===== src/rtl/regfile_writeback_pkg.sv =====
// Shared constants and types for the register-file writeback stage.
//   DATA_WIDTH     : result data width
//   REG_ADDR_WIDTH : register index width
//   NUM_REGS       : number of architectural registers
//   wb_src_e       : which source owns the write port this cycle
//   wb_req_t       : writeback request payload {reg_idx, data}
package regfile_writeback_pkg;

    localparam int unsigned DATA_WIDTH     = 32;
    localparam int unsigned REG_ADDR_WIDTH = 4;
    localparam int unsigned NUM_REGS       = 16;

    typedef enum logic [1:0] {
        SRC_NONE       = 2'd0,
        SRC_ALU        = 2'd1,
        SRC_MEM_FIFO   = 2'd2,
        SRC_MEM_BYPASS = 2'd3
    } wb_src_e;

    typedef struct packed {
        logic [REG_ADDR_WIDTH-1:0] reg_idx;
        logic [DATA_WIDTH-1:0]     data;
    } wb_req_t;

endpackage


===== src/rtl/wb_result_fifo.sv =====
// Synchronous FIFO buffering memory results behind the ALU.
// Ports:
//   clk, rst    : clock, synchronous active-high reset
//   i_push      : write i_data (ignored when full)
//   i_data      : entry to write
//   i_pop       : drop head entry (ignored when empty); push+pop same cycle legal
//   o_head      : oldest entry
//   o_count     : occupancy, 0..DEPTH
//   o_full      : o_count == DEPTH
//   o_empty     : o_count == 0
module wb_result_fifo
    import regfile_writeback_pkg::*;
#(
    parameter int unsigned DEPTH = 4
) (
    input  logic                     clk,
    input  logic                     rst,
    input  logic                     i_push,
    input  wb_req_t                  i_data,
    input  logic                     i_pop,
    output wb_req_t                  o_head,
    output logic [$clog2(DEPTH):0]   o_count,
    output logic                     o_full,
    output logic                     o_empty
);

    localparam int unsigned PTR_W = $clog2(DEPTH);
    localparam int unsigned CNT_W = PTR_W + 1;

    wb_req_t            r_mem [DEPTH];
    logic [PTR_W-1:0]   r_wr_ptr;
    logic [PTR_W-1:0]   r_rd_ptr;
    logic [CNT_W-1:0]   r_count;
    logic               w_do_push;
    logic               w_do_pop;

    assign o_full    = (r_count == CNT_W'(DEPTH));
    assign o_empty   = (r_count == '0);
    assign w_do_push = i_push && !o_full;
    assign w_do_pop  = i_pop && !o_empty;
    assign o_head    = r_mem[r_rd_ptr];
    assign o_count   = r_count;

    // Storage array needs no reset; validity is tracked by r_count.
    always_ff @(posedge clk) begin
        if (w_do_push) begin
            r_mem[r_wr_ptr] <= i_data;
        end
    end

    // Pointers wrap naturally because DEPTH is a power of two.
    always_ff @(posedge clk) begin
        if (rst) begin
            r_wr_ptr <= '0;
            r_rd_ptr <= '0;
            r_count  <= '0;
        end else begin
            if (w_do_push) begin
                r_wr_ptr <= r_wr_ptr + PTR_W'(1);
            end
            if (w_do_pop) begin
                r_rd_ptr <= r_rd_ptr + PTR_W'(1);
            end
            case ({w_do_push, w_do_pop})
                2'b10:   r_count <= r_count + CNT_W'(1);
                2'b01:   r_count <= r_count - CNT_W'(1);
                default: r_count <= r_count;
            endcase
        end
    end

endmodule


===== src/rtl/regfile_writeback.sv =====
// Register-file write-port feeder merging ALU and load results, with a
// pending-load scoreboard for decode RAW hazard detection.
// Optional feature macro: REGFILE_WB_ZERO_REG_EN (register 0 is hard-wired:
// its commits are dropped, it is never pending, never hazards, never WAW).
// Ports:
//   clk, rst                      : clock, synchronous active-high reset
//   alu_valid/alu_reg/alu_data    : single-cycle ALU result (cannot stall)
//   mem_valid/mem_ready/mem_reg/mem_data : load result with backpressure
//   issue_valid/issue_reg         : load issued, marks destination pending
//   query_reg_a/b, hazard_a/b     : decode read addresses and pending flags
//   wr_en/wr_reg/wr_data          : registered register-file write port
//   fifo_count                    : memory result buffer occupancy
//   waw_err                       : pulse when ALU writes a load-pending register
module regfile_writeback
    import regfile_writeback_pkg::*;
#(
    parameter int unsigned FIFO_DEPTH = 4
) (
    input  logic                          clk,
    input  logic                          rst,
    input  logic                          alu_valid,
    input  logic [REG_ADDR_WIDTH-1:0]     alu_reg,
    input  logic [DATA_WIDTH-1:0]         alu_data,
    input  logic                          mem_valid,
    output logic                          mem_ready,
    input  logic [REG_ADDR_WIDTH-1:0]     mem_reg,
    input  logic [DATA_WIDTH-1:0]         mem_data,
    input  logic                          issue_valid,
    input  logic [REG_ADDR_WIDTH-1:0]     issue_reg,
    input  logic [REG_ADDR_WIDTH-1:0]     query_reg_a,
    input  logic [REG_ADDR_WIDTH-1:0]     query_reg_b,
    output logic                          hazard_a,
    output logic                          hazard_b,
    output logic                          wr_en,
    output logic [REG_ADDR_WIDTH-1:0]     wr_reg,
    output logic [DATA_WIDTH-1:0]         wr_data,
    output logic [$clog2(FIFO_DEPTH):0]   fifo_count,
    output logic                          waw_err
);

    wb_req_t                    w_head;
    wb_req_t                    w_mem_req;
    wb_req_t                    w_commit;
    wb_src_e                    w_src;
    logic                       w_fifo_full;
    logic                       w_fifo_empty;
    logic                       w_mem_accept;
    logic                       w_push;
    logic                       w_pop;
    logic                       w_commit_en;
    logic                       w_mem_commit;
    logic                       w_waw;
    logic [NUM_REGS-1:0]        w_set;
    logic [NUM_REGS-1:0]        w_clr;

    logic                       r_wr_en;
    logic [REG_ADDR_WIDTH-1:0]  r_wr_reg;
    logic [DATA_WIDTH-1:0]      r_wr_data;
    logic                       r_waw_err;
    logic [NUM_REGS-1:0]        r_pending;

    assign mem_ready    = ~w_fifo_full;
    assign w_mem_accept = mem_valid && mem_ready;
    assign w_mem_req    = '{reg_idx: mem_reg, data: mem_data};

    wb_result_fifo #(
        .DEPTH   (FIFO_DEPTH)
    ) u_fifo (
        .clk     (clk),
        .rst     (rst),
        .i_push  (w_push),
        .i_data  (w_mem_req),
        .i_pop   (w_pop),
        .o_head  (w_head),
        .o_count (fifo_count),
        .o_full  (w_fifo_full),
        .o_empty (w_fifo_empty)
    );

    // Write-port arbitration: ALU, then buffered loads, then load bypass.
    always_comb begin
        w_src    = SRC_NONE;
        w_push   = 1'b0;
        w_pop    = 1'b0;
        w_commit = '0;
        if (alu_valid) begin
            w_src    = SRC_ALU;
            w_commit = '{reg_idx: alu_reg, data: alu_data};
            w_push   = w_mem_accept;
        end else if (!w_fifo_empty) begin
            w_src    = SRC_MEM_FIFO;
            w_commit = w_head;
            w_pop    = 1'b1;
            w_push   = w_mem_accept;
        end else if (w_mem_accept) begin
            w_src    = SRC_MEM_BYPASS;
            w_commit = w_mem_req;
        end
    end

    // Commit qualification and scoreboard set/clear masks.
    always_comb begin
        w_commit_en  = (w_src != SRC_NONE);
        w_mem_commit = (w_src == SRC_MEM_FIFO) || (w_src == SRC_MEM_BYPASS);
        w_waw        = (w_src == SRC_ALU) && r_pending[alu_reg];
        w_set        = issue_valid ? (NUM_REGS'(1) << issue_reg) : '0;
        w_clr        = w_mem_commit ? (NUM_REGS'(1) << w_commit.reg_idx) : '0;
`ifdef REGFILE_WB_ZERO_REG_EN
        // Register 0 commits still consume the FIFO entry; only the write is dropped.
        if (w_commit.reg_idx == '0) begin
            w_commit_en = 1'b0;
        end
        if (alu_reg == '0) begin
            w_waw = 1'b0;
        end
        w_set[0] = 1'b0;
`endif
    end

    // Hazards read registered pending bits only; same-cycle issues appear next cycle.
    always_comb begin
        hazard_a = r_pending[query_reg_a];
        hazard_b = r_pending[query_reg_b];
`ifdef REGFILE_WB_ZERO_REG_EN
        if (query_reg_a == '0) begin
            hazard_a = 1'b0;
        end
        if (query_reg_b == '0) begin
            hazard_b = 1'b0;
        end
`endif
    end

    // Registered write port, WAW pulse and scoreboard (set beats clear).
    always_ff @(posedge clk) begin
        if (rst) begin
            r_wr_en   <= 1'b0;
            r_wr_reg  <= '0;
            r_wr_data <= '0;
            r_waw_err <= 1'b0;
            r_pending <= '0;
        end else begin
            r_wr_en   <= w_commit_en;
            r_waw_err <= w_waw;
            if (w_commit_en) begin
                r_wr_reg  <= w_commit.reg_idx;
                r_wr_data <= w_commit.data;
            end
            r_pending <= (r_pending & ~w_clr) | w_set;
        end
    end

    assign wr_en   = r_wr_en;
    assign wr_reg  = r_wr_reg;
    assign wr_data = r_wr_data;
    assign waw_err = r_waw_err;

endmodule


===== config.mk =====
export PLATFORM = sky130hd
export DESIGN_NAME = regfile_writeback
export DESIGN_NICKNAME = d
export VERILOG_FILES = /design/src/rtl/regfile_writeback_pkg.sv /design/src/rtl/wb_result_fifo.sv /design/src/rtl/regfile_writeback.sv
export SDC_FILE = /design/constraint.sdc
export NUM_CORES = 1
export LEC_CHECK = 0
export CAP_MARGIN = 15
export CORE_MARGIN = 3
export CORE_UTILIZATION = 50
export CTS_CLUSTER_SIZE = 8
export DETAILED_ROUTE_END_ITERATION = 12
export PLACE_DENSITY = 0.74
export SYNTH_ARGS = -nofsm -noshare
export SYNTH_HDL_FRONTEND = slang
export SYNTH_SLANG_ARGS = --single-unit

===== constraint.sdc =====
create_clock -name clk -period 3.3 [get_ports clk]
set_input_delay 0.495 -clock clk [delete_from_list [all_inputs] [get_ports clk]]
set_output_delay 0.495 -clock clk [all_outputs]
set_load 0.02 [all_outputs]

### After elaboration in Yosys (flattened, before gate mapping)

Memory sizes are Yosys's and may differ from the RTL's. A register that Yosys moved wholly into a read port is not among the register bits.
Cells that the tools add are included.

| word-level totals | value |
|---|---|
| register bits | 61 |
| bits in writable memories | 144 |
| output and inout bits | 44 |
| memories | 1 |

Memories:

| memory | words | bits a word | rd ports | clocked after Yosys merged registers in | wr ports | line | RTL |
|---|---|---|---|---|---|---|---|
| u_fifo.r_mem | 4 | 36 | 1 | 1 | 1 | wb_result_fifo.sv:30 | `wb_req_t r_mem [DEPTH];` |

| operators by class | value |
|---|---|
| add/sub/neg operators | 4 |
| $lt $le $gt $ge | 3 |
| eq/ne operators | 6 |
| shift-type cells | 2 |
| multiplexer cells | 23 |
| bitwise gates (word level) | 4 |
| reduce and logical (&&, ||, !) cells | 10 |

Operators with widths:

| cell | number |
|---|---|
| 2-to-1 mux 36 bit | 3 |
| 2-to-1 mux 16 bit | 2 |
| << shifter 1 x 4 -> 16 bit (first input constant) | 2 |
| AND 16 bit | 1 |
| NOT 16 bit | 1 |
| OR 16 bit | 1 |
| < comparator 4 x 5 -> 1 bit (second input constant) | 3 |
| binary-select mux 1 bit (select 4 bit) | 3 |
| 2-to-1 mux 2 bit | 5 |
| 2-to-1 mux 1 bit | 9 |
| == test 2 bit (second input constant) | 3 |
| case mux 3 bit (2 select lines) | 1 |
| adder 2 x 1 -> 2 bit (second input constant) | 2 |
| == test 2 x 1 -> 1 bit (second input constant) | 2 |
| logical AND 1 bit | 4 |
| nonzero test 2 bit | 2 |
| adder 3 x 1 -> 3 bit (second input constant) | 1 |
| == test 3 bit (second input constant) | 1 |
| logical NOT 3 bit | 1 |
| subtractor 3 x 1 -> 3 bit (second input constant) | 1 |
| logical NOT 1 bit | 2 |
| logical OR 1 bit | 1 |
| NOT 1 bit | 1 |

### Longest topological paths before layout

| depth | value |
|---|---|
| word-level depth | 12 |
| gate-level depth with buffers | 11 |

### Hierarchy

From an unflattened synthesis, not the netlist that was laid out.

| unflattened totals | value |
|---|---|
| cell total of the unflattened synthesis | 584 |
| area total of the unflattened synthesis | 8984.9 um2 |

By module, submodules not included:

| module | instances | cells each | area an instance (um2) | sequential area each (um2) |
|---|---|---|---|---|
| wb_result_fifo | 1 | 242 | 5734.2 | 4504.3 |
| regfile_writeback | 1 | 342 | 3250.6 | 1081.0 |

### Least setup slack after synthesis

Ideal clock, no wire load.

| path | value |
|---|---|
| kind | input to register |
| start point | input port mem_valid |
| end point | memory u_fifo.r_mem[0][0] in the netlist's numbering (enable) |
| library setup time | 0.397 ns |
| data arrival time | 2.368 ns |
| required time | 2.903 ns |
| slack | 0.535 ns |
| stages on the path | 5 |
| buffers on the path | 3 |
| path through | buf_2 > buf_4 > clkbuf_1 > o31a_1 > and2_1 |

| between the ends | value |
|---|---|
| longest elaborated chain between the ends | 6 |

RTL lines:

| what | line | RTL |
|---|---|---|
| start: declaration | regfile_writeback.sv:24 | `input logic mem_valid,` |
| logical AND 1 bit (*) | regfile_writeback.sv:63 | `assign w_mem_accept = mem_valid && mem_ready;` |
| 2-to-1 mux 1 bit | regfile_writeback.sv:90 | `end else if (!w_fifo_empty) begin` |
| 2-to-1 mux 1 bit (*) | regfile_writeback.sv:86 | `if (alu_valid) begin` |
| logical AND 1 bit (*) | wb_result_fifo.sv:39 | `assign w_do_push = i_push && !o_full;` |
| 2-to-1 mux 1 bit (*) | wb_result_fifo.sv:46 | `if (w_do_push) begin` |
| 2-to-1 mux 1 bit (not written as such) (*) | wb_result_fifo.sv:47 | `r_mem[r_wr_ptr] <= i_data;` |
| end: declaration | wb_result_fifo.sv:30 |  |

Mark *: on every way between the ends. The rest lies on a longest branch, timed or not.

### Final worst setup path

| path | value |
|---|---|
| start point | input port query_reg_a[0] |
| end point | output port hazard_a |

| between the ends | value |
|---|---|
| longest elaborated chain between the ends | 2 |

RTL lines:

| what | line | RTL |
|---|---|---|
| start: declaration | regfile_writeback.sv:30 | `input logic [REG_ADDR_WIDTH-1:0] query_reg_a,` |
| binary-select mux 1 bit (select 4 bit) | regfile_writeback.sv:122 | `hazard_a = r_pending[query_reg_a];` |
| 2-to-1 mux 1 bit (not written as such) | regfile_writeback.sv:122 |  |
| end: declaration | regfile_writeback.sv:32 | `output logic hazard_a,` |

Every way passes these cells. The select of a mux whose other input is x is not followed.

==> flow_summary.yaml <==
sta:
  worst_slew_pin_slew_ns: 0.730
  period_share_pct: 96.1
  finalClockSkew_ns: 0.0110
  fin_tns_setup_ns: 0
  fmax_mhz: 315
  period_minus_slack_ns: 3.17
  slew_violations: 0
  holdWs_ns: 0.227
  rsz0062_at_grt: "false"
  setup_viol: 0
  relSlewSlack_pct: 51.3
  hold_viol: 0
layout:
  drive_above_1_share_pct: 15.3
  fin_util_pct: 66.2
  finalNetCount: 825
  layout.area.seq_um2: 5590
  area_delta_synth_final_pct: 27.3
  top_register: "u_fifo.r_mem"
  largest_reg_flops: 144
  nFillCells: 1160
  antenna_cells: 0
  multi_input_area_um2: 2990
grt:
  antenna_found_initial: 0
  gr-total-overflow: 0
  grt_pass1_vias: 5894
  grt_max_degree: 55
  track_usage_pct: 20.6
  grt_pass1_wl_um: 32200
die:
  die_x_um: 138
  core_um2: 16900
  initial_core_util_pct: 52.0
  die_h_um: 138
  num_rows: 47
  io_pins: 133
  die_area_um2: 19200
clock_tree:
  clockBufferDepth: 3
  cts_hold_buf: 0
  ctsHtreeMaxLevel: 1
  root_buffer: "clkbuf_16"
  clk_latency_ns: 0.53
  post_cts_buffers: 0
  cts_tree: "yes"
  clkTransAtPathRegs_ns: 0.05
  cts_buffers: 29
  cts_sinks: 207
  post_cts_resized: 0
route:
  vias: 5662
  drc: 0
  viasPerCell: 5.83
  drtPass1Iterations: 5
  drt_iter0_drc: 424
  drt_wl_total_um: 20000
  drtAntennaViolNets: 0
  wl_per_cell_um: 20.6
synthesis:
  synthesis.nets: 683
  syn-instance-count: 588
  yosysSeqAreaShare_pct: 63.7
  ys_seq_elements: 207
  netlist_area_um2: 8770
  yosys_warnings: 0
  syn_avg_cell_area_um2: 14.9
  ys_types: 48
place:
  port_buffers: 132
  hpwl_um: 13100
  gp_congestion: 0.872
job:
  maxCapViolations: 0
min_path:
  min_from: "rst"
  hp-class: "input port to flop"
  hold_depth: 2
  min_to: "r_pending[12]"
worst_setup_path:
  critPathKind: "input port to primary output"
  worst_ep_arrival_time_ns: 2.68
  r2r_slack_ns: 0.84
  startpoint_type: "input port"
  crit_required_ns: 2.80
  worstSetupEndpointType: "primary output"
  r2r.worst_path.cells: 9
  r2r_end: "u_fifo.o_count[2]"
  worstPathMaxFanout: 4
  r2r_start: "u_fifo.o_count[2]"
power:
  power_density_nw_per_um2: 754
  leakage_nw: 3.80
  ir_drop_v: 0.000723
outcome:
  outcome: "finished, final reports clean"
[cell usage after synthesis, drive strengths merged]
master   count  area [µm²]
a211oi      27         203
a21oi       34         170
a221o        1        10.0
a22oi        1        7.51
a311oi       1        8.76
a31o         4        35.0
a31oi        3        18.8
and2         7        48.8
and3         5        31.3
buf         13        72.6
clkbuf      24        90.1
dfxtp       63        1260
edfxtp     144        4320
fa           1        20.0
ha           5        62.6
inv         10        37.5
mux2i       26         260
mux4        51        1150
nand2       12        45.0
nand2b       5        31.3
nand3        6        30.0
nand3b       9        67.6
nand4        1        6.26
nand4b       1        8.76
nor2        67         251
nor2b        2        12.5
nor3         3        15.0
nor3b        1        7.51
nor4         1        21.3
o2111ai      2        17.5
o211a        6        60.1
o211ai       2        15.0
o21ai       24         120
o311ai      11        96.3
o31a         3        35.0
o31ai        3        50.1
or2          1        6.26
or3          3        18.8
xnor2        2        17.5
xor2         3        26.3
[worst max-delay path, cell delays in order]
cell and delay [ns]:
clkdlybuf4s50_1 0.62, mux4_2 0.55, mux4_2 0.47, clkdlybuf4s50_1 0.55
[routing by layer]
layer | global-route usage [%] | vias up | part of all wire [%]
met4 | 4.89 | 0 | 1.5
met1 | 28.1 | 2798 | 43
li1 | - | 2607 | -
met2 | 34.5 | 230 | 49
met3 | 4.07 | 27 | 6.8
met5 | 0 | - | 0
[layout make-up]
type,instances,share of cell area (%)
repair buffers,148,12.9
clock inverters,1,0.179
clock buffers,52,7.27
multi-input cells,334,26.8
well taps,220,2.47
flip-flops and latches,207,50.0
inverters,10,0.336
[stage by stage]
step / instances / setup slack (ns) / total power [mW] / instance area [µm²]
4_1_cts: 972 / 0.110 / 8.48 / 11200
3_3_place_gp: 919 / 0.150 / 5.72 / 10300
5_1_grt: 972 / 0.0444 / 8.83 / 11200
6_report: 972 / 0.128 / 8.42 / 11200
3_5_place_dp: 919 / 0.110 / 5.79 / 10300
2_1_floorplan: 588 / 0.535 / 4.96 / 8770
[power by group]
group	internal (mW)	switching, mW
clock	1.64	1.02
sequential	3.13	0.173
combinational	1.09	1.36
total	5.86	2.55
[how the worst max path moves through the flow]
stage                   startpoint                 end  cells past startpoint
floorplan                mem_valid  u_fifo.r_mem[0][0]                      5
global placement    query_reg_a[0]            hazard_a                      4
detailed placement  query_reg_b[0]            hazard_b                      4
CTS                 query_reg_b[0]            hazard_b                      4
global route        query_reg_a[0]            hazard_a                      4
finish              query_reg_a[0]            hazard_a                      4
[logic make-up after synthesis]
| logic type | Yosys count | synth area share [%] |
|---|---|---|
| AND/OR/NAND/NOR | 124 | 6.86 |
| AO/OA/AOI/OAI | 122 | 9.66 |
| flip-flops | 207 | 63.7 |
| multiplexers | 77 | 16.1 |
| adder cells (fa/ha/maj) | 6 | 0.942 |
| buffers and inverters | 47 | 2.28 |
| XOR/XNOR | 5 | 0.499 |
[cell usage in the layout, fill, tap and decap left out, drive strengths merged, types with 24 or more instances in the layout]
cell type        n
nor2            67
mux2i           26
dfxtp           63
clkbuf          52
o21ai           24
clkdlybuf4s50  129
mux4            51
a211oi          27
edfxtp         144
a21oi           34
(Power assumes the default switching activity.)
